==> config.mk <==
export PLATFORM = sky130hd
export DESIGN_NAME = aftab_multiplier_seq
export DESIGN_NICKNAME = d
export VERILOG_FILES = /design/src/rtl/aftab_multiplier_seq.sv
export SDC_FILE = /design/constraint.sdc
export NUM_CORES = 1
export LEC_CHECK = 0
export BUFFER_PORTS_ARGS = -buffer_cell sky130_fd_sc_hd__buf_2
export CAP_MARGIN = 0
export CORE_ASPECT_RATIO = 0.75
export CORE_MARGIN = 5
export CORE_UTILIZATION = 60
export DETAILED_ROUTE_END_ITERATION = 16
export PLACE_DENSITY = 0.84
export SLEW_MARGIN = 15
export SYNTH_ARGS = -nofsm -noshare
export SYNTH_HDL_FRONTEND = slang
export SYNTH_SLANG_ARGS = --single-unit
export TNS_END_PERCENT = 20
==> constraint.sdc <==
create_clock -name clk -period 6.4 [get_ports clk]
set_input_delay 1.28 -clock clk [delete_from_list [all_inputs] [get_ports clk]]
set_output_delay 1.28 -clock clk [all_outputs]
set_load 0.02 [all_outputs]
==> src/rtl/aftab_multiplier_seq.sv <==
// Sequential unsigned shift-add multiplier for the AFTAB AAU.
// Multiplies two size-bit operands into a 2*size-bit product, one
// add/shift step per clock, with a start/done handshake to the AAU controller.
//
// Ports:
//   clk          : system clock, rising edge
//   rst          : synchronous active-low reset
//   startMult    : start request, honoured only while idle
//   multiplicand : operand M, captured on the accepting edge
//   multiplier   : operand Q, captured on the accepting edge
//   product      : result register, holds the last result until the next completion
//   doneMult     : one-cycle completion pulse (high while in DONE)
//   busy         : high from the accepting edge until DONE is left
module aftab_multiplier_seq #(
  parameter int unsigned size = 33
) (
  input  logic                clk,
  input  logic                rst,
  input  logic                startMult,
  input  logic [size-1:0]     multiplicand,
  input  logic [size-1:0]     multiplier,
  output logic [2*size-1:0]   product,
  output logic                doneMult,
  output logic                busy
);

  localparam int unsigned CntW = $clog2(size + 1);

  typedef enum logic [1:0] {
    IDLE = 2'd0,
    MULT = 2'd1,
    DONE = 2'd2
  } state_e;

  state_e          state_q;
  logic [size-1:0] m_q;
  logic [size-1:0] a_q;
  logic [size-1:0] q_q;
  logic [CntW-1:0] cnt_q;
  logic [size:0]   sum_d;

  // Partial-product add; sum_d[size] is the carry, which lands in A's MSB
  // on the following right shift, so no separate carry flop is needed.
  assign sum_d = {1'b0, a_q} + (q_q[0] ? {1'b0, m_q} : '0);

  // Controller and datapath; doneMult/busy track the state they decode from.
  always_ff @(posedge clk) begin
    if (!rst) begin
      state_q  <= IDLE;
      m_q      <= '0;
      a_q      <= '0;
      q_q      <= '0;
      cnt_q    <= '0;
      product  <= '0;
      doneMult <= 1'b0;
      busy     <= 1'b0;
    end else begin
      case (state_q)
        IDLE: begin
          if (startMult) begin
            m_q     <= multiplicand;
            q_q     <= multiplier;
            a_q     <= '0;
            cnt_q   <= CntW'(size);
            busy    <= 1'b1;
            state_q <= MULT;
          end
        end
        MULT: begin
          a_q   <= sum_d[size:1];
          q_q   <= {sum_d[0], q_q[size-1:1]};
          cnt_q <= cnt_q - CntW'(1);
          // Last of the size iterations: next cycle is the DONE pulse.
          if (cnt_q == CntW'(1)) begin
            state_q  <= DONE;
            doneMult <= 1'b1;
          end
        end
        DONE: begin
          product  <= {a_q, q_q};
          doneMult <= 1'b0;
          busy     <= 1'b0;
          state_q  <= IDLE;
        end
        default: begin
          doneMult <= 1'b0;
          busy     <= 1'b0;
          state_q  <= IDLE;
        end
      endcase
    end
  end

endmodule

==> impl_results.md <==
- Status: completed
- Worst Path Arrival: 4.01 ns
- R2R Setup Slk: 2.72 ns
- TritonCTS buffer count: 17
- Initial antenna violation count: 0
- Slowest Stage Delay on Critical Path: 0.97 ns
- Hpwl dp: 14,140 um
- Antenna cells: 0
- 1st-iter DRT viols: 781
- Drt pass-1 iters: 6
- Setup crit end kind: flip-flop
- Clock Latency Late Sink: 0.44 ns
- Main synth FF type: dfxtp_1
- Core region area: 13,560 um2
- CTS resizes: 0
- Endpoint, Worst Hold: product[40]
- Post-synth EDFFs: 0
- Layout cells sized above 1: 0.1759
- Worst setup margin: 2.717 ns
- Clock power share: 0.419
- Most numerous cell in the Yosys netlist: nand2_1
- Cell count of the worst reg-to-reg path: 12
- DRC viols: 0
- Worst setup SP type: flip-flop
- Ys Warns: 0
- FMAX: 271.5 MHz
- Share of total power in sequential cells: 0.474
- Final GP Congestion: 0.9463
- First-pass GRT wire length: 34,980 um
- Top cells by count, synth: nand2_1 (270), dfxtp_1 (175), a21oi_1 (169), clkbuf_1 (59), and2_1 (37)
- Post-synthesis instance area: 8204 um2
- Die area: 16,140 um2
- Pwr Density: 262.8 nW/um2
- Leakage: 3.983 nW
- Final setup viols: 0
- Total congestion overflow: 0
- Die Y: 111.3 um
- CTS root buf: clkbuf_16
- Largest net degree at the start of global routing: 108
- Starting Density: 0.6048
- Input/output buffers: 136
- Layout fillers: 1,102
- Post-synth ARST share: 0
- Max cap viols: 0
- Worst relative slew slack: 0.2908
- Area Growth Syn to Fin: 16.12%
- Worst-path clk slew: 0.07 ns
- Avg WL per Cell: 16.07 um
- Slew @ Worst Pin: 1.064 ns
- Routed WL: 21,180 um
- Sw frac: 0.2966
- Gate power share: 0.107
- Buffers and inverters on the worst path: 1
- Min-delay src: product[40]
- Sequential fraction of the synthesis area: 0.4270
- Die Wd: 145.0 um
- Switching pwr: 0.0007424 W
- Final setup TNS: 0 ns
- Synth area leader: dfxtp_1
- Crit share post-route: 0.5755
- Io pins: 137
- Pre-CTS setup slack: 2.710 ns
- Antenna Nets Post-Route: 0
- Internal power: 0.001761 W
- Minimum clock period: 3.683 ns
- Critical path required time: 6.73 ns
- RSZ-0062 raised after global routing: false
- Highest-delay cell along the critical path: dfxtp_1
- Vias after detailed routing: 7,709
- Min-Delay Path Class: flip-flop to flip-flop
- Setup bufs post-CTS: 0
- Post-layout nets: 1,235
- Synth Register Bits: 175
- Cell count after synthesis: 1,039
- Via density per instance: 5.849
- Hold_buf cts: 0
- Final Hold Vio Count: 0
- Fin. max-slew vios: 0
- Max rail drop VDD: 0.0002019 V
- Clock sink count: 175
- Crit Path Category: flip-flop to flip-flop
- Post-synth cell types: 63
- Syn avg cell area: 7.896 um2
- Crit-path leading delay family: compound AO/OA/AOI/OAI gates
- Vias in the first global route: 7,296
- CP cell instances: and2_1 > ha_1 > inv_1 > fa_1 > nand2b_1 > a21oi_1 > o211ai_2 > o31ai_4 > a32oi_4 > a2111oi_4 > nor2_1 > a221o_1
- Hold depth: 2
- Area contributors post-synth: dfxtp_1 (43%), nand2_1 (12%), a21oi_1 (10%)
- CP Max Fanout: 35
- Worst r2r src: q_q[0]
- Clock Skew: 0.01137 ns
- CTS tree: yes
- H-tree levels: 4
- Fin cells: 1,318
- Yosys top cell area share: 0.4270
- R2R Path End: a_q[31]
- DP Cell Count: 1,286
- Syn Nets: 1,144
- Num rows: 37
- Max clock buf depth: 2
- GR Util All Layers: 0.2561
[metal layers]
metal  global-route usage  part of all wire  up-vias
li1                     -                 -     3773
met4              0.08908             0.023        0
met2               0.4094              0.46      283
met3              0.05435             0.066       43
met1               0.3441              0.46     3610
met5                    0                 0        -
[placed cells by master, fill, tap and decap left out, types with 4 or more instances in the layout]
| cell type | count |
|---|---|
| o21ai_0 | 29 |
| a211oi_1 | 5 |
| nand4_1 | 10 |
| nand3_1 | 19 |
| buf_2 | 136 |
| nand2b_1 | 9 |
| dfxtp_1 | 175 |
| o21ai_1 | 5 |
| nor2_1 | 30 |
| nand2_1 | 270 |
| inv_8 | 5 |
| a21oi_1 | 169 |
| ha_1 | 35 |
| and3_1 | 6 |
| xor2_1 | 8 |
| a21o_1 | 15 |
| o21bai_1 | 5 |
| a21oi_2 | 5 |
| nor3_1 | 7 |
| a22oi_1 | 31 |
| clkinv_8 | 4 |
| inv_1 | 17 |
| a222oi_1 | 6 |
| and2_1 | 37 |
| buf_4 | 8 |
| clkbuf_16 | 17 |
| xnor2_1 | 14 |
[power by group through the flow]
stage	Combinational, W	Sequential [W]	Clock [W]
6_report	0.000267	0.00119	0.00105
5_1_grt	0.000296	0.00119	0.00111
4_1_cts	0.000266	0.00118	0.00106
3_5_place_dp	0.000264	0.00121	0
3_3_place_gp	0.000255	0.00121	0
2_1_floorplan	0.000182	0.00120	0
[sequential cells by signal (all words and copies together) (netlist names)]
name      count
a_q          33
q_q          33
busy          1
cnt_q         6
doneMult      1
product      66
m_q          33
state_q       2
[worst min-delay path, delay by kind of cell (launching register included)]
kind / cells / cell delay [ns]
AOI/OAI and AO/OA: 1 / 0.05
DFF: 1 / 0.31
and+or+nand+nor: 1 / 0.05
[cells by family after synthesis]
kind of cell,Yosys count,share of synthesized area
XOR/XNOR,22,0.02349
AO/OA/AOI/OAI,304,0.2298
adder cells (fa/ha/maj),36,0.05582
flip-flops,175,0.4270
multiplexers,2,0.002593
AND/OR/NAND/NOR,410,0.2184
buffers and inverters,90,0.04285
[area by class of cell]
type	count	area, um2	area share
multi-input cells	774	4388	0.4606
flip-flops and latches	175	3503	0.3677
repair buffers	144	740.7	0.07775
clock buffers	17	425.4	0.04465
well taps	175	219.0	0.02298
clock inverters	15	180.2	0.01891
inverters	18	70.07	0.007355
[metrics by stage]
stage / hold WS, ns / instance area (um2) / util / total power [W]
floorplan: 0.4317 / 8204 / - / 0.001377
global placement: 0.4297 / 8912 / 0.6570 / 0.001462
detailed placement: 0.4435 / 8919 / 0.6575 / 0.001473
CTS: 0.4535 / 9524 / 0.7021 / 0.002507
global route: 0.4669 / 9527 / 0.7023 / 0.002596
finish: 0.4500 / 9527 / 0.7023 / 0.002503
[how the worst max path moves through the flow]
stage	from	end	slack, ns	cells past startpoint
detailed placement	q_q[0]	a_q[31]	2.71	12
global route	q_q[0]	a_q[31]	2.40	12
floorplan	q_q[0]	a_q[31]	3.63	11
global placement	rst	q_q[12]	2.71	6
CTS	q_q[0]	a_q[31]	2.68	12
finish	q_q[0]	a_q[31]	2.72	12
Power figures use the tool's default switching activity.
